## src/rtl/alu_exec.sv

```systemverilog
// rtl/alu_exec.sv - execute-stage ALU with valid/ready handshake and iterative multiply
//
// Purpose: executes the 3-bit ALU_control code from the ALU control decoder on
// two WIDTH-bit operands. Single-cycle ops register their result on the edge
// that accepts them; multiply (101) runs a shift-add loop for WIDTH cycles.
//
// Ports:
//   clk          rising-edge clock
//   reset        asynchronous, active-high reset
//   in_valid     operands and alu_control valid this cycle
//   in_ready     block can accept an operation this cycle
//   alu_control  operation code
//   a, b         operands (rs, rt/immediate)
//   out_valid    result, zero and overflow are valid
//   out_ready    consumer takes the result this cycle
//   result       registered result
//   zero         result == 0
//   overflow     signed overflow for add/sub, else 0
//   busy         multiply in progress
module alu_exec #(
  parameter int WIDTH = 32
) (
  input  logic             clk,
  input  logic             reset,
  input  logic             in_valid,
  output logic             in_ready,
  input  logic [2:0]       alu_control,
  input  logic [WIDTH-1:0] a,
  input  logic [WIDTH-1:0] b,
  output logic             out_valid,
  input  logic             out_ready,
  output logic [WIDTH-1:0] result,
  output logic             zero,
  output logic             overflow,
  output logic             busy
);

  localparam int CW = $clog2(WIDTH);

  localparam logic [2:0] OP_ADD  = 3'b000;
  localparam logic [2:0] OP_SUB  = 3'b001;
  localparam logic [2:0] OP_AND  = 3'b010;
  localparam logic [2:0] OP_OR   = 3'b011;
  localparam logic [2:0] OP_SLT  = 3'b100;
  localparam logic [2:0] OP_MUL  = 3'b101;
  localparam logic [2:0] OP_NOR  = 3'b110;
  localparam logic [2:0] OP_PASS = 3'b111;

  typedef enum logic {S_IDLE, S_MUL} state_t;

  state_t           state_q;
  logic [WIDTH-1:0] result_q;
  logic             overflow_q;
  logic             out_valid_q;
  logic [WIDTH-1:0] mcand_q;
  logic [WIDTH-1:0] mplier_q;
  logic [WIDTH-1:0] acc_q;
  logic [CW-1:0]    count_q;

  logic [WIDTH-1:0] sum_d;
  logic [WIDTH-1:0] diff_d;
  logic [WIDTH-1:0] alu_res_d;
  logic             alu_ovf_d;
  logic [WIDTH-1:0] acc_d;
  logic             accept;

  assign in_ready  = (state_q == S_IDLE) && (!out_valid_q || out_ready);
  assign accept    = in_valid && in_ready;
  assign out_valid = out_valid_q;
  assign result    = result_q;
  assign zero      = (result_q == '0);
  assign overflow  = overflow_q;
  assign busy      = (state_q == S_MUL);

  // Single-cycle datapath; the mul opcode produces nothing here.
  always_comb begin
    sum_d     = a + b;
    diff_d    = a - b;
    alu_res_d = '0;
    alu_ovf_d = 1'b0;
    case (alu_control)
      OP_ADD: begin
        alu_res_d = sum_d;
        alu_ovf_d = (a[WIDTH-1] == b[WIDTH-1]) && (sum_d[WIDTH-1] != a[WIDTH-1]);
      end
      OP_SUB: begin
        // Negated b has the opposite sign, so overflow needs differing input signs.
        alu_res_d = diff_d;
        alu_ovf_d = (a[WIDTH-1] != b[WIDTH-1]) && (diff_d[WIDTH-1] != a[WIDTH-1]);
      end
      OP_AND:  alu_res_d = a & b;
      OP_OR:   alu_res_d = a | b;
      OP_SLT:  alu_res_d = {{(WIDTH-1){1'b0}}, ($signed(a) < $signed(b))};
      OP_NOR:  alu_res_d = ~(a | b);
      OP_PASS: alu_res_d = b;
      default: alu_res_d = '0;
    endcase
  end

  // One shift-add step; the final step's add is folded into the written result.
  assign acc_d = mplier_q[0] ? (acc_q + mcand_q) : acc_q;

  always_ff @(posedge clk or posedge reset) begin
    if (reset) begin
      state_q     <= S_IDLE;
      result_q    <= '0;
      overflow_q  <= 1'b0;
      out_valid_q <= 1'b0;
      mcand_q     <= '0;
      mplier_q    <= '0;
      acc_q       <= '0;
      count_q     <= '0;
    end else begin
      case (state_q)
        S_IDLE: begin
          if (out_ready) begin
            out_valid_q <= 1'b0;
          end
          if (accept) begin
            if (alu_control == OP_MUL) begin
              mcand_q  <= a;
              mplier_q <= b;
              acc_q    <= '0;
              count_q  <= '0;
              state_q  <= S_MUL;
            end else begin
              result_q    <= alu_res_d;
              overflow_q  <= alu_ovf_d;
              out_valid_q <= 1'b1;
            end
          end
        end
        S_MUL: begin
          acc_q    <= acc_d;
          mcand_q  <= mcand_q << 1;
          mplier_q <= mplier_q >> 1;
          count_q  <= count_q + CW'(1);
          if (count_q == CW'(WIDTH - 1)) begin
            result_q    <= acc_d;
            overflow_q  <= 1'b0;
            out_valid_q <= 1'b1;
            count_q     <= '0;
            state_q     <= S_IDLE;
          end
        end
        default: state_q <= S_IDLE;
      endcase
    end
  end

endmodule

```

## config.mk

```make
export PLATFORM = sky130hd
export DESIGN_NAME = alu_exec
export DESIGN_NICKNAME = d
export VERILOG_FILES = /design/src/rtl/alu_exec.sv
export SDC_FILE = /design/constraint.sdc
export NUM_CORES = 1
export LEC_CHECK = 0
export BUFFER_PORTS_ARGS = -buffer_cell sky130_fd_sc_hd__buf_2
export CAP_MARGIN = 20
export CORE_AREA = 8 8 202 204
export DETAILED_ROUTE_END_ITERATION = 6
export DIE_AREA = 0 0 210 212
export SLEW_MARGIN = 15
export SYNTH_ARGS = -nofsm -noshare
export SYNTH_HDL_FRONTEND = slang
export SYNTH_SLANG_ARGS = --single-unit
```

## constraint.sdc

```tcl
create_clock -name clk -period 3.5 [get_ports clk]
set_input_delay 0.175 -clock clk [delete_from_list [all_inputs] [get_ports clk]]
set_output_delay 0.175 -clock clk [all_outputs]
set_load 0.01 [all_outputs]
```

==> results by group, run 1 <==
Outcome
  – Status: complete, but fails checks
  – Failing checks: negative hold slack

Worst setup path
  – Crit-path leading delay family: compound AO/OA/AOI/OAI gates
  – Nature of the critical path endpoint: register
  – Required time of the critical path: between 3000 and 4000 ps
  – Critical path type: register to register
  – Crit-path max FO: 5
  – Startpoint types: register
  – Critical Path Slowest Stage Cell: a2111oi_0
  – CP bufs+invs: 0
  – CP max stage delay: around 560 ps
  – Arrival time worst endpoint: roughly 3700 ps
  – Cells along the critical path: ha_1, a2111oi_0, o21ai_1, nand4_1, nand4b_1, o21ba_2, a2111oi_0, nor3_1, xnor2_1, o21ai_1, o22a_1

Global route
  – Grt ovf: 0
  – Antenna violations before repair: 2
  – GRT Total Usage: 0.199
  – Largest net degree at the start of global routing: ~140
  – First-pass GRT wire length: between 60000 and 70000 um
  – Vias in the first global route: approximately 12000

Routing
  – Pre-antenna DRT Iters: 5
  – Via Count: 12400
  – Final ANT Viol Nets: 0
  – Iter 0 DRT Violations: around 1100
  – Final WL: around 45000 um
  – Via-to-Cell Ratio: between 5 and 6
  – DRC Markers: 0
  – Avg WL per Cell: 19.9 um

Die
  – Die Height: 212 um
  – Placement Rows: ~70
  – Num ports: ~110
  – CORE AREA: roughly 38000 um^2
  – Die Wd: between 200 and 250 um
  – Die area: between 40000 and 50000 um^2
  – Starting Density: 0.343

Placed design
  – Gpl congestion: just over 0.9
  – Placed cell count: around 2200
  – Dpl hpwl: ~34000 um
  – Pre-CTS setup slack: 71.2 ps
  – Port Buffers: approximately 110

Clock tree
  – H-tree level count: 4
  – CTS clk-pin slew, worst paths: approximately 70 ps
  – CTS buffer count: 17
  – Clk buf depth: 2
  – CTS tree: done
  – Worst-Skew Late Latency: 450 ps
  – # clock sinks: 136
  – # resized after CTS: 0
  – CTS root buf: clkbuf_16
  – Hold_buf cts: 1
  – Post-CTS setup buffers: 0

Logic synthesis
  – Avg Inst Size Synth: 7.96 um^2
  – Syn Nets: roughly 1900
  – Yosys warns: 0
  – Register area share after synthesis: 0.262
  – XOR/XNOR share of the synthesized area: 0.0371
  – Complex-gate fraction of the synthesized area: 0.258
  – Count of different cell masters after synthesis: 80
  – Post-synth EDFFs: 0
  – Synthesized cell area: 13000 um^2
  – #FFs+latches synth: between 100 and 150
  – Multiplexer area fraction after synthesis: 0.0874
  – Async S/R FF share, synth: 1.00
  – Largest family of logic cells by synthesized area: compound AO/OA/AOI/OAI gates
  – Synth Flop Type: dfrtp_1
  – Post-Synth Adder-Cell Area: 0.145
  – Post-synthesis simple-gate area fraction: 0.152
  – Cells after Synth: 1632

Final layout
  – Area Overhead vs Synth: 14.6%
  – # nets final: approximately 1900
  – Share of cells above drive strength 1: 0.124
  – Util after Layout: 0.393
  – Commonest non-fill, non-tap cell in the layout: nand2_1
  – Commonest cells after routing, fill and taps aside: 208 x nand2_1, 173 x o21ai_0, 146 x ha_1
  – Fillers: 3937
  – Post-route non-filler standard cell count: around 2200

Worst hold path
  – Worst hold path type: input pin to asynchronous set/reset pin

Job
  – Max-cap viol count: 0

Pwr
  – LEAKAGE: 7.43 nW
  – Power per cell area: 633 nW/um^2
  – Maximum vdd ir drop: roughly 0.5 mV

Timing
  – Final setup viols: 0
  – Fin. max-slew vios: 0
  – Max_slew headroom: 0.308
  – Fin crit share: 0.958
  – Setup ws final: roughly 150 ps
  – Minimum clock period: roughly 3400 ps
  – Fmax: 0.298 GHz
  – Post-Route Setup TNS: 0 ps
  – Clk_skew: roughly 14 ps
  – Unrepaired setup endpoints after global routing: false
  – Worst hold slack: -47.2 ps
  – Worst slew pin tran: 1030 ps
  – Hold Fails Final Rpt: 46
worst paths after layout:
kind                               end         from  slack (ps)  cells after the start
hold / removal                acc_q[5]        reset         -50                      3
setup reg to reg            result[29]   mcand_q[4]         150                     11
setup / recovery            result[29]   mcand_q[4]         150                     11
max in group asynchronous         busy        reset        2900                      3
hold reg to reg            mplier_q[3]  mplier_q[4]         480                      2
min in group clk            mcand_q[0]         a[0]          10                      3
worst register-to-register path: stages (launching register included):
cell       delay (ps)
dfrtp_1           400
ha_1              350
a2111oi_0         560
o21ai_1           240
nand4_1           170
nand4b_1          220
o21ba_2           320
a2111oi_0         360
nor3_1            130
xnor2_1           230
o21ai_1           100
o22a_1            160
registers in the layout, summed over array words and instances, names as in the netlist:
signal	count
busy	1
mplier_q	32
acc_q	32
result	32
out_valid	1
count_q	5
mcand_q	32
overflow	1
synth_stat cells, types with 10 or more instances:
library cell / count / area, um^2
buf_1: 21 / 78.8
o21ai_1: 15 / 75.1
o211ai_1: 22 / 165
inv_1: 106 / 398
nand2_1: 208 / 781
nand3_1: 32 / 160
ha_1: 146 / 1830
or3_1: 10 / 62.6
dfrtp_1: 136 / 3400
a21oi_1: 122 / 611
nor2b_1: 11 / 68.8
xnor2_1: 46 / 403
a211oi_1: 15 / 113
mux2i_1: 101 / 1010
nand4_1: 10 / 62.6
clkbuf_1: 59 / 221
a221oi_1: 11 / 96.3
o21a_1: 10 / 75.1
o21ai_0: 173 / 866
a21o_1: 37 / 278
nor2_1: 114 / 428
mux2_2: 10 / 113
nor4_1: 15 / 93.8
a31oi_1: 15 / 93.8
nor3_1: 26 / 130
kinds of logic (layout without fill, tap and decap cells):
kind of cell,after synthesis,after routing
xor+xnor,55,55
other cells,0,1
compound gates,529,529
buf+inv,196,288
fa+ha+maj,149,149
simple gates,455,455
mux,112,112
flops,136,136
layer usage:
metal / up-vias / part of all wire / GRT usage
met3: 72 / 0.060 / 0.0371
met5: - / 0.00029 / 0
met2: 347 / 0.45 / 0.316
li1: 5982 / - / -
met1: 6044 / 0.46 / 0.266
met4: 2 / 0.030 / 0.0739
final cells by class:
class                      instances  area (um^2)  area share
sequential                       136         3410       0.229
clock inverter                    14          220      0.0148
clock buffer                      18          439      0.0295
timing repair buffer             146          896      0.0601
tap                              518          648      0.0435
antenna                            1         2.50    0.000168
inverter                         110          417      0.0280
multi-input combinational       1300         8860       0.595
where the power goes:
part / internal (mW) / switching, mW / leakage [nW]
combinational: 1.75 / 2.75 / 5.32
sequential: 2.20 / 0.622 / 1.79
clock: 1.29 / 0.808 / 0.327
total: 5.24 / 4.18 / 7.43
stage by stage:
| step | total power, mW | instance area (um^2) | hold WS (ps) |
|---|---|---|---|
| detailed placement | 7.30 | 14200 | 456 |
| global placement | 7.20 | 14200 | 450 |
| global route | 10.1 | 14900 | 9.42 |
| floorplan | 5.73 | 13000 | 292 |
| finish | 9.43 | 14900 | -47.2 |
| CTS | 9.44 | 14900 | 2.67 |
Power figures use the tool's default switching activity.
==> run 2, diff against run 1 <==
--- a/config.mk
+++ b/config.mk
@@ -5,11 +5,12 @@
 export SDC_FILE = /design/constraint.sdc
 export NUM_CORES = 1
 export LEC_CHECK = 0
+export ABC_AREA = 1
 export BUFFER_PORTS_ARGS = -buffer_cell sky130_fd_sc_hd__buf_2
 export CAP_MARGIN = 20
-export CORE_AREA = 8 8 202 204
+export CORE_AREA = 8 8 220 222
 export DETAILED_ROUTE_END_ITERATION = 6
-export DIE_AREA = 0 0 210 212
+export DIE_AREA = 0 0 228 230
 export SLEW_MARGIN = 15
 export SYNTH_ARGS = -nofsm -noshare
 export SYNTH_HDL_FRONTEND = slang
==> run 2 against run 1 <==
The run now ends clean. Synthesized cell count up 57%. Clock-buffer cell count unchanged. Final cell count up 44%. Hold slack better by 79 ps. Die area up 18%. Register-to-register slack better by 790 ps. Clock power down 10%. Sequential power up 5%. Critical path type unchanged. Largest cell class unchanged.
==> results by group, run 2 <==
Outcome
  – Status: complete, no violations

Worst setup path
  – Crit-path leading delay family: simple AND/OR/NAND/NOR gates
  – Cells along the critical path: ha_1, fa_1, nand3_1, nand3_1, nand2_1, nand2_1, nand2_1, nand2_1, nand2_1, nand2_1, nand2_1, nand3_1, a21oi_1, a21oi_1
  – Cell mode on critical path: nand2_1
  – Critical Path Slowest Stage Cell: fa_1
  – CP max stage delay: approximately 450 ps
  – Arrival time worst endpoint: 2900 ps
  – Reg2reg setup slack: slightly above 900 ps
  – CP bufs+invs: 0
  – Critical path type: register to register
  – Nature of the critical path endpoint: register
  – Required time of the critical path: 3840 ps
  – Startpoint types: register
  – Crit-path max FO: 4

Routing
  – Iter 0 DRT Violations: between 1500 and 2000
  – Final ANT Viol Nets: 0
  – Pre-antenna DRT Iters: 6
  – Final WL: about 61000 um
  – Via Count: approximately 17000
  – Avg WL per Cell: 18.8 um
  – DRC Markers: 0
  – Via-to-Cell Ratio: about 5.2

Timing
  – Final setup viols: 0
  – Hold Fails Final Rpt: 0
  – Post-Route Setup TNS: 0 ps
  – Fin. max-slew vios: 0
  – Minimum clock period: about 2600 ps
  – Fin crit share: 0.733
  – Fmax: a little under 0.4 GHz
  – Worst slew pin tran: around 1100 ps
  – Clk_skew: approximately 14 ps
  – Unrepaired setup endpoints after global routing: false
  – Max_slew headroom: 0.277

Logic synthesis
  – Post-synth EDFFs: 0
  – Yosys warns: 0
  – Leading area contributor after synthesis: dfrtp_1
  – Register area share after synthesis: 0.219
  – Synth Flop Type: dfrtp_1
  – Cells after Synth: between 2000 and 3000
  – Async S/R FF share, synth: 1.00
  – Area contributors post-synth: dfrtp_1 22%, nand2_1 20%, ha_1 12%
  – Most frequent cell after synthesis: nand2_1
  – Synthesized cell area: approximately 16000 um^2
  – Synth top cells by count: 821 x nand2_1, 449 x inv_1, 185 x nand3_1
  – Count of different cell masters after synthesis: between 40 and 50
  – #FFs+latches synth: roughly 140
  – Avg Inst Size Synth: about 6.1 um^2
  – Syn Nets: ~2800
  – Share of the synthesized area in the top cell type: 0.219

Clock tree
  – # clock sinks: around 140
  – CTS tree: done
  – H-tree level count: 4
  – Clk buf depth: 2
  – Hold_buf cts: 1
  – # resized after CTS: 0
  – CTS buffer count: 17
  – CTS clk-pin slew, worst paths: approximately 70 ps
  – Worst-Skew Late Latency: 460 ps
  – Post-CTS setup buffers: 0
  – CTS root buf: clkbuf_16

Die
  – CORE AREA: roughly 45000 um^2
  – Starting Density: 0.346
  – Placement Rows: approximately 80
  – Die Height: between 200 and 250 um
  – Num ports: around 110
  – Die Wd: approximately 230 um
  – Die area: approximately 52000 um^2

Final layout
  – Post-route non-filler standard cell count: around 3200
  – Antenna fix cells: 0
  – Commonest non-fill, non-tap cell in the layout: nand2_1
  – Area Overhead vs Synth: 10.1%
  – Non-Filler Cell Area, Final: about 17000 um^2
  – # nets final: 2834
  – Share of cells above drive strength 1: 0.0861
  – Commonest cells after routing, fill and taps aside: 821 x nand2_1, 448 x inv_1, 185 x nand3_1
  – Util after Layout: 0.380

Placed design
  – Dpl hpwl: ~48000 um
  – DP Area: ~16000 um^2
  – Placed cell count: 3194
  – Port Buffers: between 100 and 150
  – Gpl congestion: ~0.98

Global route
  – Gr busiest metal: met2
  – M3 GR Usage: 0.0273
  – Vias in the first global route: ~16000
  – Grt ovf: 0
  – First-pass GRT wire length: 94400 um
  – GRT Total Usage: 0.228
  – Antenna violations before repair: 0
  – Largest net degree at the start of global routing: ~110
  – Grt met1 use: 0.296
  – GR Layer Usage met2: 0.378

Worst hold path
  – Worst hold path type: input pin to register

Job
  – Max-cap viol count: 0

Pwr
  – LEAKAGE: between 9 and 10 nW
  – Maximum vdd ir drop: about 0.38 mV
  – Power per cell area: 721 nW/um^2
-- run 2: cell types whose count changed after synthesis, sizes merged, moves of 46 or more --
cell and delta:
inv +353, xnor2 -46, nand2 +628, nand3 +159, mux2i -101, o21ai -73
nor2 +77
-- run 2: path summary, 6_finish.rpt --
kind / start / to / cells after the start
max in group asynchronous: reset / mplier_q[24] / 4
min in group asynchronous: reset / out_valid / 4
hold / removal: a[30] / mcand_q[30] / 3
hold reg to reg: count_q[4] / count_q[4] / 1
setup / recovery: mcand_q[0] / result[28] / 14
setup reg to reg: mcand_q[0] / result[28] / 14
-- run 2: stage by stage --
stage / hold WS (ps) / total power [mW] / setup slack [ps]
after detailed placement: 344 / 10.3 / 630
after CTS: 3.91 / 12.3 / 957
after global routing: 44.3 / 13.5 / 670
after floorplan: 330 / 8.10 / 1430
final: 32.3 / 12.3 / 934
after global placement: 339 / 10.2 / 649
-- run 2: layout make-up --
type / count / area (um^2)
Fill cell: 5004 / 27800
Tap cell: 600 / 751
Multi-Input combinational cell: 1871 / 9890
Clock inverter: 13 / 148
Sequential cell: 136 / 3410
Clock buffer: 18 / 429
Timing Repair Buffer: 125 / 711
Inverter: 463 / 1740
-- run 2: cell families (layout without fill, tap and decap cells) --
kind of cell / after synthesis / after routing / synth area share
adder cells (fa/ha/maj): 149 / 149 / 0.122
AND/OR/NAND/NOR: 1301 / 1301 / 0.352
XOR/XNOR: 8 / 8 / 0.00452
buffers and inverters: 557 / 619 / 0.144
flip-flops: 136 / 136 / 0.219
AO/OA/AOI/OAI: 413 / 413 / 0.159
-- run 2: power breakdown --
group	total, mW	leakage [nW]	switching, mW	internal [mW]
registers	2.97	1.62	0.641	2.33
logic	7.46	7.48	5.00	2.45
clock network	1.88	0.269	0.828	1.05
total	12.3	9.38	6.47	5.84
-- run 2: routing by layer --
metal | wire length [um] | vias to the layer above
met3 | 3470 | 113
li1 | - | 8252
met2 | 27900 | 590
met4 | 2620 | 0
met1 | 26700 | 7877
met5 | 0 | -
-- run 2: worst min-delay path, stage by stage --
cell and delay (ps):
buf_2 130, nand2_1 70, a31oi_1 70
==> run 3, diff against run 2 <==
--- a/config.mk
+++ b/config.mk
@@ -5,12 +5,12 @@
 export SDC_FILE = /design/constraint.sdc
 export NUM_CORES = 1
 export LEC_CHECK = 0
-export ABC_AREA = 1
+export ABC_AREA = 0
 export BUFFER_PORTS_ARGS = -buffer_cell sky130_fd_sc_hd__buf_2
 export CAP_MARGIN = 20
-export CORE_AREA = 8 8 220 222
+export CORE_AREA = 8 8 202 204
 export DETAILED_ROUTE_END_ITERATION = 6
-export DIE_AREA = 0 0 228 230
+export DIE_AREA = 0 0 210 212
 export SLEW_MARGIN = 15
 export SYNTH_ARGS = -nofsm -noshare
 export SYNTH_HDL_FRONTEND = slang
==> constraint.sdc (replaced) <==
create_clock -name clk -period 2.3 [get_ports clk]
set_input_delay 0.115 -clock clk [delete_from_list [all_inputs] [get_ports clk]]
set_output_delay 0.115 -clock clk [all_outputs]
set_load 0.01 [all_outputs]
==> run 3 against run 2 <==
The flow now finishes with violations (negative setup slack). Highest routed layer unchanged. Largest cell class unchanged. Clock skew shrank 1.7 ps. Critical endpoint unchanged. Largest power group unchanged. Register-to-register slack worse by 1500 ps. Clock-buffer cell count rose by 1.
==> results by group, run 3 (synthesized netlist as in run 1, its figures left out) <==
Die
  – Die area: between 40000 and 50000 um^2
  – Placement Rows: 72
  – Num ports: 108
  – CORE AREA: roughly 38000 um^2
  – Starting Density: 0.343
  – Die Height: between 200 and 250 um
  – Die Wd: about 210 um

Worst setup path
  – Startpoint types: register
  – Arrival time worst endpoint: 3190 ps
  – Worst r2r src: acc_q[0]
  – Crit-path max FO: 4
  – Critical path type: register to register
  – FF-to-FF path depth: 12
  – Required time of the critical path: ~2600 ps
  – R2r endpoint: result[28]
  – Reg2reg setup slack: -550 ps
  – Nature of the critical path endpoint: register

Pwr
  – Power per cell area: slightly above 900 nW/um^2
  – LEAKAGE: between 9 and 10 nW
  – Pwr Total: 17.5 mW
  – Maximum vdd ir drop: between 0.6 and 0.7 mV

Timing
  – Max_slew headroom: 0.560
  – Fmax: 0.351 GHz
  – Fin crit share: 1.24
  – Hold Fails Final Rpt: 0
  – Setup ws final: -549 ps
  – Final setup viols: slightly above 50
  – Minimum clock period: between 2000 and 3000 ps
  – Clk_skew: between 10 and 15 ps
  – Unrepaired setup endpoints after global routing: true
  – Worst slew pin tran: ~660 ps
  – Fin. max-slew vios: 0

Worst hold path
  – Worst Hold Launch: a[29]
  – Worst Hold End: mcand_q[29]
  – Hold depth: 3
  – Worst hold path type: input pin to register

Routing
  – Via-to-Cell Ratio: 5.32
  – Final ANT Viol Nets: 0
  – DRC Markers: 0
  – Final WL: 51300 um
  – Via Count: approximately 14000
  – Iter 0 DRT Violations: around 990
  – Avg WL per Cell: between 15 and 20 um
  – Pre-antenna DRT Iters: 5

Final layout
  – Commonest non-fill, non-tap cell in the layout: buf_4
  – Antenna fix cells: 0
  – Post-route non-filler standard cell count: between 2000 and 3000
  – # nets final: about 2300
  – Commonest cells after routing, fill and taps aside: 416 x buf_4, 201 x nand2_1, 151 x o21ai_0
  – Area Overhead vs Synth: 47.1%
  – Share of cells above drive strength 1: 0.361

Global route
  – M3 GR Usage: 0.0389
  – GR Layer Usage met2: 0.351
  – Gr busiest metal: met2
  – GRT Total Usage: 0.227
  – Grt met1 use: 0.317
  – Antenna violations before repair: 0
  – Vias in the first global route: 13900
  – Grt ovf: 0
  – First-pass GRT wire length: between 70000 and 80000 um
  – Largest net degree at the start of global routing: ~80

Outcome
  – Status: complete, but fails checks
  – Failing checks: negative setup slack

Clock tree
  – H-tree level count: 4
  – Worst-Skew Late Latency: ~460 ps
  – CTS clk-pin slew, worst paths: approximately 70 ps
  – Clk buf depth: 2
  – CTS tree: done
  – # clock sinks: 136
  – CTS buffer count: 17
  – CTS root buf: clkbuf_16

Placed design
  – Port Buffers: ~110
  – Gpl congestion: ~0.95
  – Placed cell count: ~2600
  – Dpl hpwl: roughly 40000 um

Job
  – Max-cap viol count: 0
[run 3: cell count changes in the layout (fill, tap and decap cells not counted), moves of 75 or more]
cell / before / now
buf_4: 14 / 416
inv_1: 448 / 97
mux2i_1: 0 / 100
nand2_1: 821 / 201
nand3_1: 185 / 29
nor2_1: 173 / 98
[run 3: per-layer routing]
layer	vias up	wire length [um]	share of wire
met2	414	22800	0.44
met1	6788	24100	0.47
met4	0	1400	0.027
met3	73	2980	0.058
li1	6770	-	-
met5	-	0	0
[run 3: worst max-delay path: stages, from the launching register on]
cell and delay, ps:
dfrtp_1 390, ha_2 200, fa_2 380, a21oi_4 190
o21ai_2 100, nand4_1 130, nand2_2 130, a311o_1 330
a41oi_2 210, xnor2_1 110, mux2_4 290, a22oi_2 180
a31oi_1 90
[run 3: worst max-delay path by stage]
stage / slack (ps) / end / from / cells after the start
floorplan: -320 / result[20] / mcand_q[0] / 12
global placement: -630 / result[31] / b[1] / 14
detailed placement: -670 / result[31] / b[1] / 14
CTS: -500 / result[28] / mcand_q[0] / 12
global route: -650 / result[16] / mcand_q[0] / 12
finish: -550 / result[28] / acc_q[0] / 12
[run 3: report_power, final]
part	switching (mW)	total, mW	internal [mW]
combinational	5.34	10.1	4.79
clock	1.24	3.06	1.83
sequential	0.920	4.26	3.34
total	7.50	17.5	9.96
[run 3: cell type report]
type | instances | area, um^2
repair buffers | 545 | 3980
flip-flops and latches | 136 | 3410
clock inverters | 13 | 194
clock buffers | 19 | 433
inverters | 110 | 442
multi-input cells | 1300 | 10000
well taps | 518 | 648
fillers | 3615 | 18800
[run 3: through the flow]
step | utilization | hold WS [ps] | setup WS (ps) | setup TNS, ps | cell area (um^2)
finish | 0.504 | 19.9 | -549 | -15620 | 19100
detailed placement | 0.463 | 129 | -671 | -19160 | 17500
CTS | 0.490 | 4.42 | -502 | -12800 | 18600
floorplan | - | 232 | -321 | -3330 | 13600
global route | 0.504 | 34.0 | -650 | -20880 | 19100
global placement | 0.463 | 132 | -627 | -17550 | 17500
[run 3: timing repair]
item / CTS / global route
setup endpoints to repair: 48 / 55
gates resized for setup: 63 / 78
pin swaps: 57 / 54
setup buffers: 12 / 20
hold buffers: 5 / 0
hold endpoints to repair: 19 / 0
